### config.mk
export PLATFORM = sky130hd
export DESIGN_NAME = axi4_lite_slave_regs
export DESIGN_NICKNAME = d
export VERILOG_FILES = /design/src/rtl/axi4_lite_slave_regs.sv
export SDC_FILE = /design/constraint.sdc
export NUM_CORES = 1
export LEC_CHECK = 0
export BUFFER_PORTS_ARGS = -buffer_cell sky130_fd_sc_hd__buf_2
export CORE_AREA = 2 2 266 268
export CTS_CLUSTER_SIZE = 40
export DETAILED_ROUTE_END_ITERATION = 12
export DIE_AREA = 0 0 268 270
export PLACE_DENSITY = 0.59
export SETUP_SLACK_MARGIN = 0.1
export SLEW_MARGIN = 20
export SYNTH_ARGS = -nofsm -noshare
export SYNTH_HDL_FRONTEND = slang
export SYNTH_SLANG_ARGS = --single-unit
### constraint.sdc
create_clock -name aclk -period 5.2 [get_ports aclk]
set_clock_uncertainty 0.1 [all_clocks]
set_input_delay 0.78 -clock aclk [delete_from_list [all_inputs] [get_ports aclk]]
set_output_delay 0.78 -clock aclk [all_outputs]
set_load 0.01 [all_outputs]
### src/rtl/axi4_lite_slave_regs.sv
// AXI4-Lite slave register bank: NUM_REGS 32-bit words, word 0 is a read-only ID.
// Optional per-register write strobe output enabled by AXI_LITE_REGS_WR_PULSE_EN.
module axi4_lite_slave_regs #(
  parameter int          NUM_REGS  = 16,
  parameter logic [31:0] ADDR_BASE = 32'h0000_0000,
  parameter logic [31:0] ID_VALUE  = 32'hBED0_0001
) (
  input  logic                     aclk,
  input  logic                     aresetn,
  input  logic [31:0]              s_awaddr,
  input  logic [3:0]               s_awcache,
  input  logic [2:0]               s_awprot,
  input  logic                     s_awvalid,
  output logic                     s_awready,
  input  logic [31:0]              s_wdata,
  input  logic [3:0]               s_wstrb,
  input  logic                     s_wvalid,
  output logic                     s_wready,
  output logic [1:0]               s_bresp,
  output logic                     s_bvalid,
  input  logic                     s_bready,
  input  logic [31:0]              s_araddr,
  input  logic [3:0]               s_arcache,
  input  logic [2:0]               s_arprot,
  input  logic                     s_arvalid,
  output logic                     s_arready,
  output logic [31:0]              s_rdata,
  output logic [1:0]               s_rresp,
  output logic                     s_rvalid,
  input  logic                     s_rready,
  output logic [NUM_REGS*32-1:0]   regs_out,
  output logic [NUM_REGS-1:0]      wr_pulse
);

  localparam int          IDX_W       = $clog2(NUM_REGS);
  localparam logic [31:0] SPAN        = 32'(NUM_REGS * 4);
  localparam logic [1:0]  RESP_OKAY   = 2'b00;
  localparam logic [1:0]  RESP_SLVERR = 2'b10;

  typedef enum logic [1:0] {W_IDLE, W_WAIT, W_RESP} wstate_t;
  typedef enum logic       {R_IDLE, R_RESP} rstate_t;

  function automatic logic addr_hit(input logic [31:0] addr);
    logic [31:0] off;
    off = addr - ADDR_BASE;
    return (addr >= ADDR_BASE) && (off < SPAN);
  endfunction

  function automatic logic [IDX_W-1:0] addr_idx(input logic [31:0] addr);
    logic [31:0] off;
    off = addr - ADDR_BASE;
    return off[IDX_W+1:2];
  endfunction

  wstate_t     wstate_q, wstate_d;
  rstate_t     rstate_q, rstate_d;
  logic        aw_held_q, aw_held_d, w_held_q, w_held_d;
  logic [31:0] awaddr_q, awaddr_d, wdata_q, wdata_d;
  logic [3:0]  wstrb_q, wstrb_d;
  logic        awready_q, awready_d, wready_q, wready_d;
  logic        bvalid_q, bvalid_d, arready_q, arready_d, rvalid_q, rvalid_d;
  logic [1:0]  bresp_q, bresp_d, rresp_q, rresp_d;
  logic [31:0] rdata_q, rdata_d;
  logic [31:0] regs_q [NUM_REGS];
  logic [31:0] regs_d [NUM_REGS];
  logic [31:0] reg_word [NUM_REGS];

  logic             aw_hs, w_hs, have_aw, have_w, wr_commit, wr_ok;
  logic [31:0]      cm_addr, cm_data;
  logic [3:0]       cm_strb;
  logic [IDX_W-1:0] wr_idx, ar_idx;
  logic             ar_hit;

  logic unused_sideband;
  assign unused_sideband = ^{s_awcache, s_awprot, s_arcache, s_arprot};

  // Word 0 is the constant ID; its storage slot is never written.
  generate
    for (genvar gi = 0; gi < NUM_REGS; gi++) begin : g_words
      if (gi == 0) begin : g_id
        assign reg_word[gi] = ID_VALUE;
      end else begin : g_rw
        assign reg_word[gi] = regs_q[gi];
      end
      assign regs_out[gi*32 +: 32] = reg_word[gi];
    end
  endgenerate

  // A channel that handshakes this cycle is used directly, so AW+W together commit at once.
  always_comb begin
    aw_hs     = s_awvalid && awready_q;
    w_hs      = s_wvalid && wready_q;
    have_aw   = aw_held_q || aw_hs;
    have_w    = w_held_q || w_hs;
    cm_addr   = aw_held_q ? awaddr_q : s_awaddr;
    cm_data   = w_held_q ? wdata_q : s_wdata;
    cm_strb   = w_held_q ? wstrb_q : s_wstrb;
    wr_commit = (wstate_q != W_RESP) && have_aw && have_w;
    wr_idx    = addr_idx(cm_addr);
    wr_ok     = addr_hit(cm_addr) && (wr_idx != '0);
  end

  always_comb begin
    wstate_d  = wstate_q;
    aw_held_d = aw_held_q;
    w_held_d  = w_held_q;
    awaddr_d  = awaddr_q;
    wdata_d   = wdata_q;
    wstrb_d   = wstrb_q;
    awready_d = awready_q;
    wready_d  = wready_q;
    bvalid_d  = bvalid_q;
    bresp_d   = bresp_q;
    regs_d    = regs_q;
    case (wstate_q)
      W_IDLE, W_WAIT: begin
        if (aw_hs) begin
          awaddr_d  = s_awaddr;
          aw_held_d = 1'b1;
        end
        if (w_hs) begin
          wdata_d  = s_wdata;
          wstrb_d  = s_wstrb;
          w_held_d = 1'b1;
        end
        if (wr_commit) begin
          if (wr_ok) begin
            for (int k = 0; k < 4; k++) begin
              if (cm_strb[k]) regs_d[wr_idx][k*8 +: 8] = cm_data[k*8 +: 8];
            end
          end
          bresp_d   = wr_ok ? RESP_OKAY : RESP_SLVERR;
          bvalid_d  = 1'b1;
          aw_held_d = 1'b0;
          w_held_d  = 1'b0;
          awready_d = 1'b0;
          wready_d  = 1'b0;
          wstate_d  = W_RESP;
        end else if (have_aw || have_w) begin
          awready_d = !have_aw;
          wready_d  = !have_w;
          wstate_d  = W_WAIT;
        end else begin
          awready_d = 1'b1;
          wready_d  = 1'b1;
          wstate_d  = W_IDLE;
        end
      end
      W_RESP: begin
        if (s_bready) begin
          bvalid_d  = 1'b0;
          awready_d = 1'b1;
          wready_d  = 1'b1;
          wstate_d  = W_IDLE;
        end
      end
      default: wstate_d = W_IDLE;
    endcase
  end

  // Read data is taken from the current register values, so a same-cycle write is not visible.
  always_comb begin
    rstate_d  = rstate_q;
    arready_d = arready_q;
    rvalid_d  = rvalid_q;
    rdata_d   = rdata_q;
    rresp_d   = rresp_q;
    ar_idx    = addr_idx(s_araddr);
    ar_hit    = addr_hit(s_araddr);
    case (rstate_q)
      R_IDLE: begin
        if (s_arvalid && arready_q) begin
          rdata_d   = ar_hit ? reg_word[ar_idx] : 32'h0;
          rresp_d   = ar_hit ? RESP_OKAY : RESP_SLVERR;
          rvalid_d  = 1'b1;
          arready_d = 1'b0;
          rstate_d  = R_RESP;
        end else begin
          arready_d = 1'b1;
        end
      end
      R_RESP: begin
        if (s_rready) begin
          rvalid_d  = 1'b0;
          arready_d = 1'b1;
          rstate_d  = R_IDLE;
        end
      end
      default: rstate_d = R_IDLE;
    endcase
  end

  always_ff @(posedge aclk or negedge aresetn) begin
    if (!aresetn) begin
      wstate_q  <= W_IDLE;
      rstate_q  <= R_IDLE;
      aw_held_q <= 1'b0;
      w_held_q  <= 1'b0;
      awaddr_q  <= '0;
      wdata_q   <= '0;
      wstrb_q   <= '0;
      awready_q <= 1'b0;
      wready_q  <= 1'b0;
      bvalid_q  <= 1'b0;
      bresp_q   <= RESP_OKAY;
      arready_q <= 1'b0;
      rvalid_q  <= 1'b0;
      rdata_q   <= '0;
      rresp_q   <= RESP_OKAY;
      for (int i = 0; i < NUM_REGS; i++) regs_q[i] <= '0;
    end else begin
      wstate_q  <= wstate_d;
      rstate_q  <= rstate_d;
      aw_held_q <= aw_held_d;
      w_held_q  <= w_held_d;
      awaddr_q  <= awaddr_d;
      wdata_q   <= wdata_d;
      wstrb_q   <= wstrb_d;
      awready_q <= awready_d;
      wready_q  <= wready_d;
      bvalid_q  <= bvalid_d;
      bresp_q   <= bresp_d;
      arready_q <= arready_d;
      rvalid_q  <= rvalid_d;
      rdata_q   <= rdata_d;
      rresp_q   <= rresp_d;
      regs_q    <= regs_d;
    end
  end

`ifdef AXI_LITE_REGS_WR_PULSE_EN
  logic [NUM_REGS-1:0] wr_pulse_q, wr_pulse_d;

  always_comb begin
    wr_pulse_d = '0;
    if (wr_commit && wr_ok) wr_pulse_d[wr_idx] = 1'b1;
  end

  always_ff @(posedge aclk or negedge aresetn) begin
    if (!aresetn) wr_pulse_q <= '0;
    else          wr_pulse_q <= wr_pulse_d;
  end

  assign wr_pulse = wr_pulse_q;
`else
  assign wr_pulse = '0;
`endif

  assign s_awready = awready_q;
  assign s_wready  = wready_q;
  assign s_bvalid  = bvalid_q;
  assign s_bresp   = bresp_q;
  assign s_arready = arready_q;
  assign s_rvalid  = rvalid_q;
  assign s_rdata   = rdata_q;
  assign s_rresp   = rresp_q;

endmodule

* Word-level counts from Yosys, hierarchy flattened
Index checks and enable logic that the tools add are counted.
** Cells by class
- Add/sub/neg operators :: 0
- $mul :: 0
- Divide/modulo/power cells :: 0
- Magnitude comparators :: 7
- Equality and inequality tests :: 7
- Shift-type cells :: 0
- Muxes and demuxes :: 61
- Bitwise gates (word level) :: 3
- Reduce and logical (&&, ||, !) cells :: 30
** Operators by type and width (number)
- $mux W512 :: 13
- $bwmux W512 :: 4
- $demux W32 S4 :: 4
- $mux W32 :: 6
- $bmux W32 S4 :: 1
- $ge A32 B1 Y1 const B :: 2
- $lt A32 B7 Y1 const B :: 2
- $mux W24 :: 1
- $mux W1 :: 18
- $mux W16 :: 1
- $reduce_and A2 Y1 :: 8
- $pmux W1 S2 :: 6
- $ge A5 B5 Y1 const B :: 2
- $ne A2 B2 Y1 const B :: 5
- $not A4 Y5 :: 2
- $logic_and A1 B1 Y1 :: 9
- $mux W2 :: 4
- $mux W8 :: 1
- $reduce_and A3 Y1 :: 2
- $reduce_bool A2 Y1 :: 3
- $lt A5 B1 Y1 const B :: 1
- $mux W4 :: 1
- $pmux W2 S2 :: 1
- $reduce_bool A4 Y1 :: 1
- other kinds (7) :: 10
** Storage, ports and cells
- Register bits :: 626
- Bits in latches :: 0
- Memory bits (writable) :: 0
- Bits in read-only memories :: 0
- Input port bits :: 121
- Output and inout port bits :: 569
- Word-level logic and storage cells :: 139
- Memories :: 0

* Depth between registers and ports, before layout
- Depth after elaboration :: 23
- Gate-level depth with buffers :: 8
- Gate-level depth less buffers :: 5

* Least setup slack after synthesis
OpenSTA, ideal clock, no wires.
- Path kind :: input to register
- Start point :: input s_araddr[2]
- End point :: register rdata_q[10] (netlist: s_rdata[10])
- Setup time :: 121 ps
- Arrival time :: 2888 ps
- Required time :: 4979 ps
- Path slack :: 2091 ps
- Stages :: 6
- Buffers on the path :: 3
- Cells stage by stage :: clkbuf_1 > buf_2 > buf_1 > mux4_2 > mux4_2 > a22o_1
** On the way
- Cells in the longest elaborated chain, start to end :: 5
- Elaborated cells on any way between the ends :: 8
- Those cells by class :: order compare: 2; mux: 4; bitwise: 1; reduce/logical: 1
** Ends and longest elaborated chain
- start: declaration :: RTL line 22 : input logic [31:0] s_araddr,
- branches (longest 4 deep; another with $ge A32 B1 Y1)
- $mux W32 * :: RTL line 173 : rdata_d = ar_hit ? reg_word[ar_idx] : 32'h0;
- end signal: assignment :: RTL line 225 : rdata_q <= rdata_d;
- end: declaration :: RTL line 63 : logic [31:0] rdata_q, rdata_d;
Mark *: on every way between the ends. The select of a mux whose other input is x is not followed.
A chain may end at the register's enable or synchronous reset.

* Final worst setup path
- Start point :: register aw_held_q
- End point :: register regs_q (netlist bit regs_out[273])
** On the way
- Cells in the longest elaborated chain, start to end :: 20
- Elaborated cells on any way between the ends :: 36
- Those cells by class :: order compare: 4; mux: 23; bitwise: 1; reduce/logical: 8
** Ends and longest elaborated chain
- start: declaration :: RTL line 57 : logic aw_held_q, aw_held_d, w_held_q, w_held_d;
- start signal: assignment :: RTL line 214 : aw_held_q <= aw_held_d;
- $mux W32 :: RTL line 95 : cm_addr = aw_held_q ? awaddr_q : s_awaddr;
- $not A4 Y5 (not written as such) :: RTL line 129 : if (cm_strb[k]) regs_d[wr_idx][k*8 +: 8] = cm_data[k*8 +: 8];
- $demux W32 S4 :: RTL line 129
- $bwmux W512 :: RTL line 129
- $mux W512 :: RTL line 129
- $mux W512 :: RTL line 127 : if (wr_ok) begin
- $mux W512 :: RTL line 126 : if (wr_commit) begin
- $mux W512 :: RTL line 115 : case (wstate_q)
- [4 not listed]
- $mux W512 :: RTL line 115
- $bwmux W512 :: RTL line 129
- $mux W512 :: RTL line 129
- $mux W512 :: RTL line 127
- $mux W512 :: RTL line 126
- $mux W512 :: RTL line 115
- $bwmux W512 :: RTL line 129
- $mux W512 :: RTL line 129
- end signal: assignment :: RTL line 227 : regs_q <= regs_d;
- end: declaration :: RTL line 64 : logic [31:0] regs_q [NUM_REGS];
Several ways; a longest one is shown, not always the timed one. The select of a mux whose other input is x is not followed.

==> flow_summary.ini <==
[power]
power.density_mw_per_mm2 = 336.8
p_int_w = 0.008258
pwr-share-seq_pct = 44.3
combPwrFrac_pct = 14.8
leakage_nw = 17.23
switching_power_w = 0.003237
power_frac_clock_pct = 40.9
ir_worst_vdd_v = 0.0002809
swShare_pct = 28.16

[setup_path]
endpoint = regs_out[273]
critPathLaunchType = flip-flop
reg2reg_from = aw_held_q
worst_path_max_delay_cell = or4_4
worst_ep_arrival_time_ns = 4.14
worst_r2r_endpoint = regs_out[273]
end_kind = flip-flop
critical_path_class = reg -> reg
worst_r2r_path_depth = 6
crit_path_max_fanout = 30
r2r_setup_slack_ns = 1.43
cpPeakStageDelay_ns = 0.79
crit_chain = nor4_2, nand4_1, or4_4, buf_4, a211oi_4, mux2_2
required_ns = 5.57
startpoint = aw_held_q

[detailed_routing]
vias_per_cell = 5.492
drtIter0Drc = 1139
wl_um = 94440
drt-pass1-iter-count = 5
num_vias = 18360
final_antenna_net_count = 0
wl_per_cell_um = 28.25
drc = 0

[global_route]
antenna_found_initial = 7
grt.overflow.total = 0
grt_max_degree = 106
grt_pass1_vias = 19270
grt_pass1_wl_um = 137000
grt_use_total_pct = 26.00

[synthesis]
synth_flop_cell = dfrtp_1
synth_top_area_share_pct = 52.79
synth_top_area_cell = dfrtp_1
synth_area_leaders = dfrtp_1 53%, mux2_2 23%, mux4_2 10%, a211oi_4 4.2%, a22o_1 1.7%
ys_ff_latch = 590
synth-edff-count = 0
yosysMostFrequentCell = dfrtp_1
async_reset_ff_share_pct = 100.0
synthCells = 1747
yosysWarnings = 0
synth_commonest_cells = 590 x dfrtp_1, 559 x mux2_2, 128 x mux4_2
synth.distinct_cells = 43
syn_area_per_cell_um2 = 16.01
seq_area_frac_synth_pct = 52.79
synth_area_mm2 = 0.02797

[cts]
postCtsSetupBuffers = 0
cts_buffer_depth = 3
path_clk_slew_ns = 0.06
tritoncts = yes
cts_sinks = 590
cts_root_buffer = clkbuf_16
htreeDepth = 3
ctsResizeCount = 0
postCtsHoldBufs = 0
clk_latency_ns = 0.61
cts-buffers-inserted = 67

[hold_path]
min_path_type = in -> async

[status]
status = completed

[timing]
fin_crit_sh_pct = 72.51
hold_viol = 0
fin_setup_tns_ns = 0
finalMaxSlewViolations = 0
setup_viol = 0
max_freq_mhz = 265.2
worst_pin_slew_ns = 1.072
slew-limit-headroom_pct = 28.49
rsz0062_at_grt = false
period_needed_ns = 3.770

[finish]
nFillCells = 6107
nets = 2472
post_route_cells_drive_above_1_share_pct = 63.52
final_core_util_pct = 49.07
synthToLayoutAreaGrowth_pct = 22.03

[die]
die-area_mm2 = 0.07236
start_util_pct = 40.22
rows = 97
core_area_mm2 = 0.06954
pin_count = 690
die_w_um = 268
dieHeight_um = 270

[place]
io_buffer_count = 621
hpwl_um = 65780
gp_congestion = 0.8305

[job]
cap_viol_max_count = 0
## layer usage
metal | global-route usage (%) | routed length (µm) | part of all wire [%] | vias up
met5 | 0 | 16 | 0.017 | -
met4 | 11.45 | 4227 | 4.5 | 2
met3 | 6.400 | 6457 | 6.8 | 171
met2 | 43.66 | 47140 | 50 | 688
met1 | 31.66 | 36600 | 39 | 9806
li1 | - | - | - | 7693
## state kept, by name, indices dropped and copies added (netlist names), 2 cells and up
register and cells:
wstrb_q 4, awaddr_q 30, s_rdata 32, regs_out 480
wstate_q 2, wdata_q 32
## power groups by stage
stage          registers [W]  clock network, W  logic, W
2_1_floorplan        0.00510                 0   0.00118
3_5_place_dp         0.00517                 0   0.00171
3_3_place_gp         0.00515                 0   0.00167
4_1_cts              0.00509           0.00481   0.00172
5_1_grt              0.00514           0.00499   0.00184
6_report             0.00509           0.00470   0.00170
## worst min-delay path by stage
stage | start | endpoint | slack, ns | depth (start not counted)
floorplan | awaddr_q[24] | awaddr_q[24] | 0.37 | 1
finish | aresetn | s_rdata[0] | 0.16 | 1
CTS | aresetn | s_rdata[0] | 0.17 | 1
global route | aresetn | s_rdata[0] | 0.21 | 1
detailed placement | s_rvalid | s_rvalid | 0.36 | 2
global placement | s_rvalid | s_rvalid | 0.37 | 2
## worst max-delay path, delay by kind of cell, from the launching register on
kind | cells | cell delay [ns]
AO/OA/AOI/OAI | 1 | 0.75
AND/OR/NAND/NOR | 3 | 1.32
flip-flops | 1 | 0.62
multiplexers | 1 | 0.41
buffers and inverters | 1 | 0.39
## placed cells by master (no fill, tap or decap), drive strengths merged, types with 4 or more instances in the layout
cell type	instances
a21oi	16
nor2	23
clkinv	9
o2111ai	4
nor3	6
mux4	128
clkbuf	101
nand2	27
inv	7
diode	7
a211oi	60
conb	50
o21ai	11
mux2	598
mux2i	14
buf	647
nand2b	4
a22o	53
dfrtp	590
nand3b	4
nor4	14
## layout make-up
cell class	instances	area [µm²]	area share, %
clock inverters	14	195.2	0.5719
multi-input cells	1037	12490	36.59
repair buffers	648	3486	10.21
diodes	7	17.52	0.05133
inverters	7	26.28	0.07699
flip-flops and latches	590	14770	43.27
clock buffers	100	1973	5.782
well taps	940	1176	3.446
## cell families after synthesis
| group | synth area share (%) |
|---|---|
| buffers and inverters | 3.279 |
| flip-flops | 52.79 |
| multiplexers | 35.10 |
| AO/OA/AOI/OAI | 6.988 |
| other | 0.02685 |
| AND/OR/NAND/NOR | 1.781 |
| XOR/XNOR | 0.03132 |
## metrics by stage
| stage | setup slack (ns) | cell area [µm²] | cells | power, W | hold WS (ns) |
|---|---|---|---|---|---|
| finish | 1.430 | 34130 | 3343 | 0.01150 | 0.1605 |
| detailed placement | 1.127 | 31860 | 3219 | 0.006884 | 0.3603 |
| global route | 1.232 | 34130 | 3342 | 0.01196 | 0.2093 |
| floorplan | 2.091 | 28150 | 1795 | 0.006283 | 0.3701 |
| global placement | 1.184 | 31860 | 3219 | 0.006821 | 0.3749 |
| CTS | 1.324 | 34030 | 3333 | 0.01162 | 0.1741 |
No activity file was read; power rests on OpenSTA's default activity.
